===== config.mk =====
export PLATFORM = sky130hd
export DESIGN_NAME = mem_arbiter
export DESIGN_NICKNAME = d
export VERILOG_FILES = /design/src/rtl/mem_arbiter_pkg.sv /design/src/rtl/arbiter_slot.sv /design/src/rtl/mem_arbiter.sv
export SDC_FILE = /design/constraint.sdc
export NUM_CORES = 1
export LEC_CHECK = 0
export CAP_MARGIN = 25
export CORE_AREA = 2 2 122 124
export DETAILED_ROUTE_END_ITERATION = 16
export DIE_AREA = 0 0 124 126
export DONT_BUFFER_PORTS = 1
export PLACE_DENSITY = 0.57
export SKIP_CTS_REPAIR_TIMING = 1
export SYNTH_ARGS = -nofsm -noshare
export SYNTH_HDL_FRONTEND = slang
export SYNTH_SLANG_ARGS = --single-unit

===== constraint.sdc =====
create_clock -name clock -period 2.1 [get_ports clock]
set_clock_uncertainty 0.05 [all_clocks]
set_input_delay 0.315 -clock clock [delete_from_list [all_inputs] [get_ports clock]]
set_output_delay 0.315 -clock clock [all_outputs]
set_load 0.05 [all_outputs]

===== src/rtl/mem_arbiter_pkg.sv =====
// Shared wires for the instruction/data memory arbiter.
// Request bundle and arbiter state encoding.
package mem_arbiter_pkg;

  typedef enum logic [1:0] {
    IDLE,
    IMEM,
    DMEM
  } arb_state_type;

  typedef struct packed {
    logic        valid;
    logic        instr;
    logic [31:0] addr;
    logic [31:0] wdata;
    logic [3:0]  wstrb;
  } mem_in_type;

endpackage


===== src/rtl/arbiter_slot.sv =====
// One-deep pending request register for a single cpu port.
// Accepts a new request when empty or in the cycle it completes.
module arbiter_slot
  import mem_arbiter_pkg::*;
(
  input  logic       clock,
  input  logic       reset,
  input  mem_in_type req,
  input  logic       done,
  output mem_in_type slot
);

  mem_in_type q;
  mem_in_type d;

  always_comb begin
    d = q;
    if (done)
      d = '0;
    if (req.valid && (!q.valid || done))
      d = req;
  end

  always_ff @(posedge clock) begin
    if (reset)
      q <= '0;
    else
      q <= d;
  end

  assign slot = q;

endmodule


===== src/rtl/mem_arbiter.sv =====
// Two-port (instruction/data) arbiter onto one shared memory.
// One outstanding request at a time; round-robin or data-first ties.
module mem_arbiter
  import mem_arbiter_pkg::*;
#(
  parameter bit round_robin = 1'b1
) (
  input  logic        reset,
  input  logic        clock,
  input  logic        imemory_valid,
  input  logic        imemory_instr,
  input  logic [31:0] imemory_addr,
  input  logic [31:0] imemory_wdata,
  input  logic [3:0]  imemory_wstrb,
  output logic [31:0] imemory_rdata,
  output logic        imemory_ready,
  input  logic        dmemory_valid,
  input  logic        dmemory_instr,
  input  logic [31:0] dmemory_addr,
  input  logic [31:0] dmemory_wdata,
  input  logic [3:0]  dmemory_wstrb,
  output logic [31:0] dmemory_rdata,
  output logic        dmemory_ready,
  output logic        memory_valid,
  output logic        memory_instr,
  output logic [31:0] memory_addr,
  output logic [31:0] memory_wdata,
  output logic [3:0]  memory_wstrb,
  input  logic [31:0] memory_rdata,
  input  logic        memory_ready
);

  arb_state_type state, state_n;
  logic          last_d, last_d_n;
  logic          grant_d;
  mem_in_type    ireq, dreq;
  mem_in_type    islot, dslot;
  mem_in_type    issue;

  assign ireq = '{valid: imemory_valid, instr: imemory_instr,
                  addr: imemory_addr, wdata: imemory_wdata,
                  wstrb: imemory_wstrb};
  assign dreq = '{valid: dmemory_valid, instr: dmemory_instr,
                  addr: dmemory_addr, wdata: dmemory_wdata,
                  wstrb: dmemory_wstrb};

  arbiter_slot u_islot (
    .clock (clock),
    .reset (reset),
    .req   (ireq),
    .done  (imemory_ready),
    .slot  (islot)
  );

  arbiter_slot u_dslot (
    .clock (clock),
    .reset (reset),
    .req   (dreq),
    .done  (dmemory_ready),
    .slot  (dslot)
  );

  always_ff @(posedge clock) begin
    if (reset) begin
      state  <= IDLE;
      last_d <= 1'b0;
    end else begin
      state  <= state_n;
      last_d <= last_d_n;
    end
  end

  // Data wins a tie unless round-robin says it was served last.
  assign grant_d = dslot.valid &&
    (!islot.valid || !round_robin || !last_d);

  always_comb begin
    state_n       = state;
    last_d_n      = last_d;
    issue         = '0;
    imemory_ready = 1'b0;
    imemory_rdata = '0;
    dmemory_ready = 1'b0;
    dmemory_rdata = '0;
    unique case (state)
      IDLE: begin
        if (islot.valid || dslot.valid) begin
          issue    = grant_d ? dslot : islot;
          state_n  = grant_d ? DMEM : IMEM;
          last_d_n = grant_d;
        end
      end
      IMEM: begin
        if (memory_ready) begin
          imemory_ready = 1'b1;
          imemory_rdata = memory_rdata;
          state_n       = IDLE;
        end
      end
      DMEM: begin
        if (memory_ready) begin
          dmemory_ready = 1'b1;
          dmemory_rdata = memory_rdata;
          state_n       = IDLE;
        end
      end
      default: state_n = IDLE;
    endcase
    // A reset cycle abandons whatever is in flight and shows nothing.
    if (reset) begin
      issue         = '0;
      imemory_ready = 1'b0;
      imemory_rdata = '0;
      dmemory_ready = 1'b0;
      dmemory_rdata = '0;
    end
  end

  assign memory_valid = issue.valid;
  assign memory_instr = issue.instr;
  assign memory_addr  = issue.addr;
  assign memory_wdata = issue.wdata;
  assign memory_wstrb = issue.wstrb;

endmodule


### After elaboration in Yosys (flattened, before gate mapping)

Index checks and enable logic that the tools add are counted.

* reductions and logical operators: 16
* magnitude comparators: 0
* bitwise operators: 0
* multipliers: 0
* divide/modulo/power cells: 0
* shift operators: 0
* eq/ne operators: 4
* muxes and demuxes: 22
* add/sub/neg operators: 0

Operators with widths (count)
* $mux 70: 8
* $mux 32: 5
* $mux 2: 3
* $mux 1: 5
* $logic_or 1x1->1: 4
* $pmux 2 s2: 1
* $reduce_and 2->1: 2
* $reduce_bool 2->1: 2
* $logic_and 1x1->1: 3
* $logic_not 1->1: 3
* $eq 2x1->1 const B: 1
* $eq 2x2->1 const B: 1
* $logic_not 2->1: 1
* $ne 2x1->1 const B: 1
* $ne 2x2->1 const B: 1
* $reduce_or 2->1: 1

* flip-flop bits (word level): 143
* memories: 0
* logic and storage cells: 54
* ROM bits: 0
* latch bits: 0
* input port bits: 175
* memory bits (writable): 0

### Longest topological paths before layout

Gate-level depths: netlist (run 1).

* word-level depth: 7
* depth in mapped cells: 7
* depth with buffers taken out: 5

### Cells and area by module

A second synthesis (run 1) with hierarchy kept.

* cell total of the unflattened synthesis: 949
* area total of the unflattened synthesis: 7703.6 sq um

By module, submodules not included
* arbiter_slot: sequential area each 1401.3 sq um, times used 2, area each 2961.6 sq um, cells each 311
* mem_arbiter: sequential area each 60.1 sq um, times used 1, area each 1780.5 sq um, cells each 327

### Least setup slack after synthesis (run 1)

No wires, ideal clock.

* kind: register -> output
* start: reg state[1]
* end: out imemory_rdata[22]
* path buffers: 1
* data required time: 1.735 ns
* slack: -0.167 ns
* stages on the path, launching flop included: 7
* arrival time: 1.902 ns
* path through: dfxtp_1 inv_1 ha_1 nand3b_1 inv_1 clkbuf_1 and2_1

* word-level cells in the longest chain between the ends: 3

RTL lines
* start, declared: line mem_arbiter.sv:33 `arb_state_type state, state_n;`
* start signal, assigned: line mem_arbiter.sv:68 `state <= state_n;`
* $eq 2x1->1: line mem_arbiter.sv:85 `unique case (state)`
* $mux 32: line mem_arbiter.sv:85
* $mux 32: line mem_arbiter.sv:110 `if (reset) begin`
* end, declared: line mem_arbiter.sv:15 `output logic [31:0] imemory_rdata,`

Every way passes these cells.

### Worst setup path after layout (run 1)

* start: reg u_dslot.q, in the netlist u_dslot.slot[69]
* end: out memory_wdata[6]

* word-level cells in the longest chain between the ends: 5
* elaborated cells between the ends (all ways): 6
* classes of those cells: 4 x mux; 2 x reduce/logical

RTL lines
* start, declared: line arbiter_slot.sv:13 `mem_in_type q;`
* start signal, assigned: line arbiter_slot.sv:26 `q <= '0;`
* start signal, assigned: line arbiter_slot.sv:28 `q <= d;`
* $logic_and 1x1->1: line mem_arbiter.sv:74 `assign grant_d = dslot.valid &&`
* $mux 70: line mem_arbiter.sv:88 `issue = grant_d ? dslot : islot;`
* $mux 70 *: line mem_arbiter.sv:87 `if (islot.valid || dslot.valid) begin`
* $mux 70 *: line mem_arbiter.sv:85
* $mux 70 *: line mem_arbiter.sv:110
* end, declared: line mem_arbiter.sv:27 `output logic [31:0] memory_wdata,`

Mark *: on every way between the ends. The rest lies on a longest branch, timed or not.

==> results.sh, run 1 <==
export IMPL_max_slew_margin_pct=68.5
export IMPL_worstSkewPairLatency_ns=0.42
export IMPL_numCtsBuffers=17
export IMPL_nNetsFinal=1112
export IMPL_holdPathStages=3
export IMPL_tightest_slew_ns=0.472
export IMPL_syn_inst=653
export IMPL_power_internal_mw=5.34
export IMPL_place_hpwl_mm=14.5
export IMPL_dp_cells=928
export IMPL_ys_seq_area_share_pct=48.5
export IMPL_power_density_mw_per_mm2=639
export IMPL_antenna_left=0
export IMPL_synth_warning_count=0
export IMPL_met2_usage_pct=41.7
export IMPL_grt_busiest_layer="met2"
export IMPL_synth_edff_count=0
export IMPL_drc_errors=0
export IMPL_synth_cell_types=26
export IMPL_row_count=44
export IMPL_holdPathEnd="state[1]$_SDFFE_PP0P_"
export IMPL_worstRegToRegCells=6
export IMPL_path_cells="a21boi_4, clkbuf_16, buf_16, nand2_1, a21oi_1, buf_4"
export IMPL_fillers=707
export IMPL_cts_tree="yes"
export IMPL_hold_viol=0
export IMPL_finalWorstSetupSlack_ns=-0.208
export IMPL_port_buffers=0
export IMPL_htree_levels=4
export IMPL_status="finished with violations"
export IMPL_synth_net_count=831
export IMPL_cp_max_fo=9
export IMPL_synth_flop_cell="dfxtp_1"
export IMPL_ys_ff_latch=143
export IMPL_antennaDiodeCount=0
export IMPL_die_h_um=126
export IMPL_leakagePower_nw=4.55
export IMPL_max_stage_delay_ns=0.38
export IMPL_cts_path_max_buffers=2
export IMPL_cp_top_family="buffers and inverters"
export IMPL_yosysTopAreaCellShare_pct=48.5
export IMPL_power_mw=7.64
export IMPL_drtIter0Drc=544
export IMPL_grt_pass1_wl_mm=29.5
export IMPL_ios=311
export IMPL_min_period_ns=2.31
export IMPL_stdcell_area_sq_mm=0.0119
export IMPL_hold_path_startpoint="memory_ready"
export IMPL_endpoint_kind="output port"
export IMPL_setup_viol_count_final=135
export IMPL_cp_buffers_inverters=3
export IMPL_via_per_inst=6.00
export IMPL_wl_mm=29.4
export IMPL_rsz0062_at_grt="true"
export IMPL_post_layout_nonfiller_instances=1131
export IMPL_reg2reg_slack_ns=0.36
export IMPL_startpoint_type="flop"
export IMPL_fmax_mhz=433
export IMPL_grt_use_met1_pct=28.7
export IMPL_fp_dieW_um=124
export IMPL_first_pass_iters=5
export IMPL_grt_pass1_vias=5140
export IMPL_timing_rr_start="state[0]$_SDFFE_PP0P_"
export IMPL_swShare_pct=30.1
export IMPL_place_area_sq_mm=0.00856
export IMPL_final_util_pct=83.5
export IMPL_finalSetupTns_ns=-11.08
export IMPL_cts_root_buf="clkbuf_16"
export IMPL_synth_top_cell_by_area="dfxtp_1"
export IMPL_antenna_found_initial=0
export IMPL_clkTransAtPathRegs_ns=0.06
export IMPL_grtUsageTotal_pct=24.9
export IMPL_seqPwrFrac_pct=39.6
export IMPL_p_comb_share_pct=23.4
export IMPL_slowest_stage="dfxtp_4"
export IMPL_gr_total_overflow=0
export IMPL_syn_avg_cell_area_sq_um=9.04
export IMPL_failed_checks="negative setup slack"
export IMPL_synthArstFlopShare_pct=0
export IMPL_core_area_sq_mm=0.0143
export IMPL_ys_top_cells_by_area="dfxtp_1 (49%), a22o_1 (20%), nand2_1 (9.0%)"
export IMPL_power_switching_mw=2.30
export IMPL_worstReg2RegEnd="u_dslot.slot[26]$_SDFFE_PP0P_"
export IMPL_start_util_pct=41.2
export IMPL_met3_usage_pct=8.51
export IMPL_grt_max_degree=71
export IMPL_vias=6788
export IMPL_die_area_sq_mm=0.0156
export IMPL_drt_wirelength_per_cell_um=26.0
export IMPL_crit_required_ns=1.74
export IMPL_cap_violations=0
export IMPL_synth_most_common_cell="dfxtp_1"
export IMPL_hold_class="input port to flop"
export IMPL_netlist_area_sq_mm=0.00590
export IMPL_gp_congestion=0.834
export IMPL_peakVddDrop_uv=531
export IMPL_cts_sinks=143
export IMPL_drive_gt1_share_pct=39.0
export IMPL_crit_arrival_ns=1.94
export IMPL_period_share_pct=110
export IMPL_area_growth_pct=103
export IMPL_slew_violations=0
export IMPL_critPathKind="flop to output port"
export IMPL_synth_common_cells="dfxtp_1 (143), nand2_1 (142), a22o_1 (138), a21oi_1 (74), and2_1 (64)"
export IMPL_p_clk_share_pct=37.0
stage by stage:
step	setup WS, ns	hold WS [ns]
final	-0.208	0.141
after global routing	-0.238	0.135
after CTS	-0.224	-0.101
after detailed placement	0.227	0.342
after global placement	0.291	0.340
after floorplan	-0.128	0.382
worst min-delay path, stage by stage:
cell     delay [ns]
nor2b_1        0.03
o21ai_0        0.15
a21oi_1        0.07
cell families after synthesis:
group | Yosys count | share of synthesized area, %
adders and majority gates | 3 | 0.636
AOI/OAI and AO/OA | 222 | 28.5
DFF | 143 | 48.5
buffers and inverters | 68 | 5.39
and+or+nand+nor | 217 | 17.0
worst max path at each step:
stage	startpoint	endpoint	slack [ns]	cells past startpoint
finish	u_dslot.slot[69]$_SDFFE_PP0P_	memory_wdata[6]	-0.21	6
global route	u_dslot.slot[69]$_SDFFE_PP0P_	memory_wdata[6]	-0.24	6
CTS	state[0]$_SDFFE_PP0P_	memory_wstrb[2]	-0.22	6
detailed placement	state[0]$_SDFFE_PP0P_	memory_wstrb[2]	0.23	6
global placement	state[0]$_SDFFE_PP0P_	memory_valid	0.29	5
floorplan	u_dslot.slot[69]$_SDFFE_PP0P_	memory_addr[18]	-0.13	6
power groups by stage:
stage	clock network (mW)	registers (mW)	logic, mW
finish	2.83	3.02	1.79
detailed placement	0	3.05	1.10
global route	2.97	3.04	1.84
CTS	2.84	3.00	1.11
global placement	0	3.05	1.08
floorplan	0	3.02	0.732
per-layer routing:
metal	vias to the layer above	share of wire, %
met4	0	6.3
li1	2871	-
met5	-	0
met1	3290	35
met3	133	10
met2	494	48
state kept, by name, summed over array words and instances (netlist names):
register,flops
state,2
last_d,1
u_dslot.slot,70
u_islot.slot,70
layout by cell type (no fill, tap or decap), types with 2 or more instances in the layout:
master	n
clkbuf_16	32
a21oi_4	49
nand3b_1	3
and2_4	58
clkinvlp_4	6
a21oi_2	19
nand2b_1	3
dlygate4sd3_1	141
dfxtp_1	138
buf_4	13
buf_6	33
nor2_1	2
inv_6	2
o21ai_0	2
nand2_2	11
dfxtp_4	4
ha_4	3
and2_1	6
buf_12	114
nand2_1	130
buf_16	3
clkinv_2	5
buf_8	3
inv_4	4
inv_2	2
a22o_1	138
a21oi_1	8
a221oi_4	2
layout make-up:
cell class	count	area, sq um	share of cell area [%]
multi-input cells	442	3580	30.0
flip-flops and latches	143	2880	24.1
repair buffers	322	4670	39.0
inverters	8	43.8	0.366
well taps	184	230	1.93
clock buffers	18	429	3.59
clock inverters	14	119	0.995
Power figures use the tool's default switching activity.
==> inputs of run 2 (changes only) <==
--- a/config.mk
+++ b/config.mk
@@ -6,12 +6,13 @@
 export NUM_CORES = 1
 export LEC_CHECK = 0
 export CAP_MARGIN = 25
-export CORE_AREA = 2 2 122 124
+export CORE_AREA = 2 2 121 123
 export DETAILED_ROUTE_END_ITERATION = 16
-export DIE_AREA = 0 0 124 126
+export DIE_AREA = 0 0 123 125
 export DONT_BUFFER_PORTS = 1
 export PLACE_DENSITY = 0.57
 export SKIP_CTS_REPAIR_TIMING = 1
+export SLEW_MARGIN = 0
 export SYNTH_ARGS = -nofsm -noshare
 export SYNTH_HDL_FRONTEND = slang
 export SYNTH_SLANG_ARGS = --single-unit
==> results.sh, run 2 (synthesis gave the netlist of run 1 again) <==
export IMPL_antenna_left=0
export IMPL_grt_max_degree=46
export IMPL_hold_class="input port to flop"
export IMPL_grt_use_met1_pct=27.8
export IMPL_antenna_found_initial=0
export IMPL_numCtsBuffers=17
export IMPL_endpoint_kind="output port"
export IMPL_met3_usage_pct=9.53
export IMPL_rsz0062_at_grt="true"
export IMPL_grt_pass1_wl_mm=30.0
export IMPL_setup_viol_count_final=134
export IMPL_slowest_stage="dfxtp_2"
export IMPL_cts_path_max_buffers=2
export IMPL_status="finished with violations"
export IMPL_die_h_um=125
export IMPL_core_area_sq_mm=0.0142
export IMPL_place_area_sq_mm=0.00857
export IMPL_failed_checks="negative hold slack, negative setup slack"
export IMPL_grt_busiest_layer="met2"
export IMPL_hold_viol=1
export IMPL_clkTransAtPathRegs_ns=0.06
export IMPL_leakagePower_nw=4.43
export IMPL_via_per_inst=5.81
export IMPL_slew_violations=0
export IMPL_gr_total_overflow=0
export IMPL_ios=311
export IMPL_cp_max_fo=5
export IMPL_crit_required_ns=1.74
export IMPL_drtIter0Drc=414
export IMPL_cts_sinks=143
export IMPL_post_layout_nonfiller_instances=1123
export IMPL_worst_hold_slack_ns=-0.00650
export IMPL_first_pass_iters=5
export IMPL_start_util_pct=41.5
export IMPL_period_share_pct=108
export IMPL_grt_pass1_vias=5357
export IMPL_cts_tree="yes"
export IMPL_tightest_slew_ns=0.471
export IMPL_critPathKind="flop to output port"
export IMPL_stdcell_area_sq_mm=0.0115
export IMPL_gp_congestion=0.857
export IMPL_area_growth_pct=94.8
export IMPL_die_area_sq_mm=0.0154
export IMPL_cap_violations=0
export IMPL_fp_dieW_um=123
export IMPL_htree_levels=4
export IMPL_port_buffers=0
export IMPL_mostFrequentLayoutCell="nand2_1"
export IMPL_finalWorstSetupSlack_ns=-0.175
export IMPL_regArea_sq_mm=0.00287
export IMPL_fillers=783
export IMPL_antennaDiodeCount=0
export IMPL_max_stage_delay_ns=0.34
export IMPL_dp_cells=931
export IMPL_drt_wirelength_per_cell_um=23.3
export IMPL_fmax_mhz=440
export IMPL_final_util_pct=80.9
export IMPL_path_cells="inv_2, ha_4, o211ai_1, buf_4, clkbuf_16, a21oi_4, buf_12"
export IMPL_worstSkewPairLatency_ns=0.42
export IMPL_met2_usage_pct=42.8
export IMPL_grtUsageTotal_pct=25.3
export IMPL_nNetsFinal=1104
export IMPL_max_slew_margin_pct=68.6
export IMPL_startpoint_type="flop"
export IMPL_finalSetupTns_ns=-11.10
export IMPL_drc_errors=0
export IMPL_min_period_ns=2.27
export IMPL_row_count=44
export IMPL_crit_arrival_ns=1.91
export IMPL_cts_root_buf="clkbuf_16"
export IMPL_wl_mm=26.1
export IMPL_drive_gt1_share_pct=33.5
export IMPL_power_density_mw_per_mm2=667
export IMPL_multi_input_area_sq_mm=0.00335
export IMPL_place_hpwl_mm=14.3
export IMPL_vias=6524
export IMPL_peakVddDrop_uv=604
export IMPL_final_cell_mix="nand2_1 (142), dlygate4sd3_1 (140), a22o_1 (138), dfxtp_1 (138), buf_12 (114)"
run 2: changes by cell type in the layout (fill, tap and decap cells not counted), moves of 8 or more:
cell / delta
and2_1: +25
and2_4: -25
a21oi_4: -13
buf_4: +12
nand2_1: +12
buf_6: -11
nand2_2: -11
a21oi_1: +8
run 2: path summary, 6_finish.rpt:
path | from | to | slack [ns] | cells after the start
hold reg to reg | u_islot.slot[51]$_SDFFE_PP0P_ | u_islot.slot[51]$_SDFFE_PP0P_ | 0.43 | 1
setup / recovery | state[1]$_SDFFE_PP0P_ | memory_addr[31] | -0.17 | 7
hold / removal | imemory_addr[20] | u_islot.slot[56]$_SDFFE_PP0P_ | -0.007 | 1
setup reg to reg | u_islot.slot[69]$_SDFFE_PP0P_ | u_islot.slot[4]$_SDFFE_PP0P_ | 0.33 | 5
run 2: cell type report:
| cell class | instances | share of cell area [%] |
|---|---|---|
| Clock buffer | 23 | 4.25 |
| Clock inverter | 9 | 0.936 |
| Inverter | 8 | 0.305 |
| Multi-Input combinational cell | 442 | 29.1 |
| Sequential cell | 143 | 25.0 |
| Tap cell | 184 | 2.00 |
| Timing Repair Buffer | 314 | 38.4 |
run 2: through the flow:
stage,total power [mW],setup WS [ns]
floorplan,3.75,-0.128
global placement,4.13,0.255
detailed placement,4.16,0.205
CTS,7.14,-0.251
global route,7.87,-0.220
finish,7.67,-0.175
run 2: power by group:
group          internal [mW]  switching, mW
registers               2.90          0.120
logic                  0.753          0.881
clock network           1.87           1.15
total                   5.52           2.15
run 2: metal layers:
layer  vias up  part of all wire [%]
met5         -                     0
met4         0                   5.0
met3        94                   8.4
met2       416                    52
met1      3173                    35
li1       2841                     -
run 2: critical path, delay by kind of cell (launching register included):
kind,cells,cell delay (ns)
buffers and inverters,4,0.67
flip-flops,1,0.34
AO/OA/AOI/OAI,2,0.33
adder cells (fa/ha/maj),1,0.13
==> inputs of run 3 (changes only) <==
--- a/config.mk
+++ b/config.mk
@@ -10,9 +10,10 @@
 export DETAILED_ROUTE_END_ITERATION = 16
 export DIE_AREA = 0 0 123 125
 export DONT_BUFFER_PORTS = 1
+export GPL_ROUTABILITY_DRIVEN = 0
 export PLACE_DENSITY = 0.57
 export SKIP_CTS_REPAIR_TIMING = 1
-export SLEW_MARGIN = 0
+export SLEW_MARGIN = 40
 export SYNTH_ARGS = -nofsm -noshare
 export SYNTH_HDL_FRONTEND = slang
 export SYNTH_SLANG_ARGS = --single-unit
==> results of run 3 <==
Same layout as run 2: the final DEF is identical, and so are final timing and power.
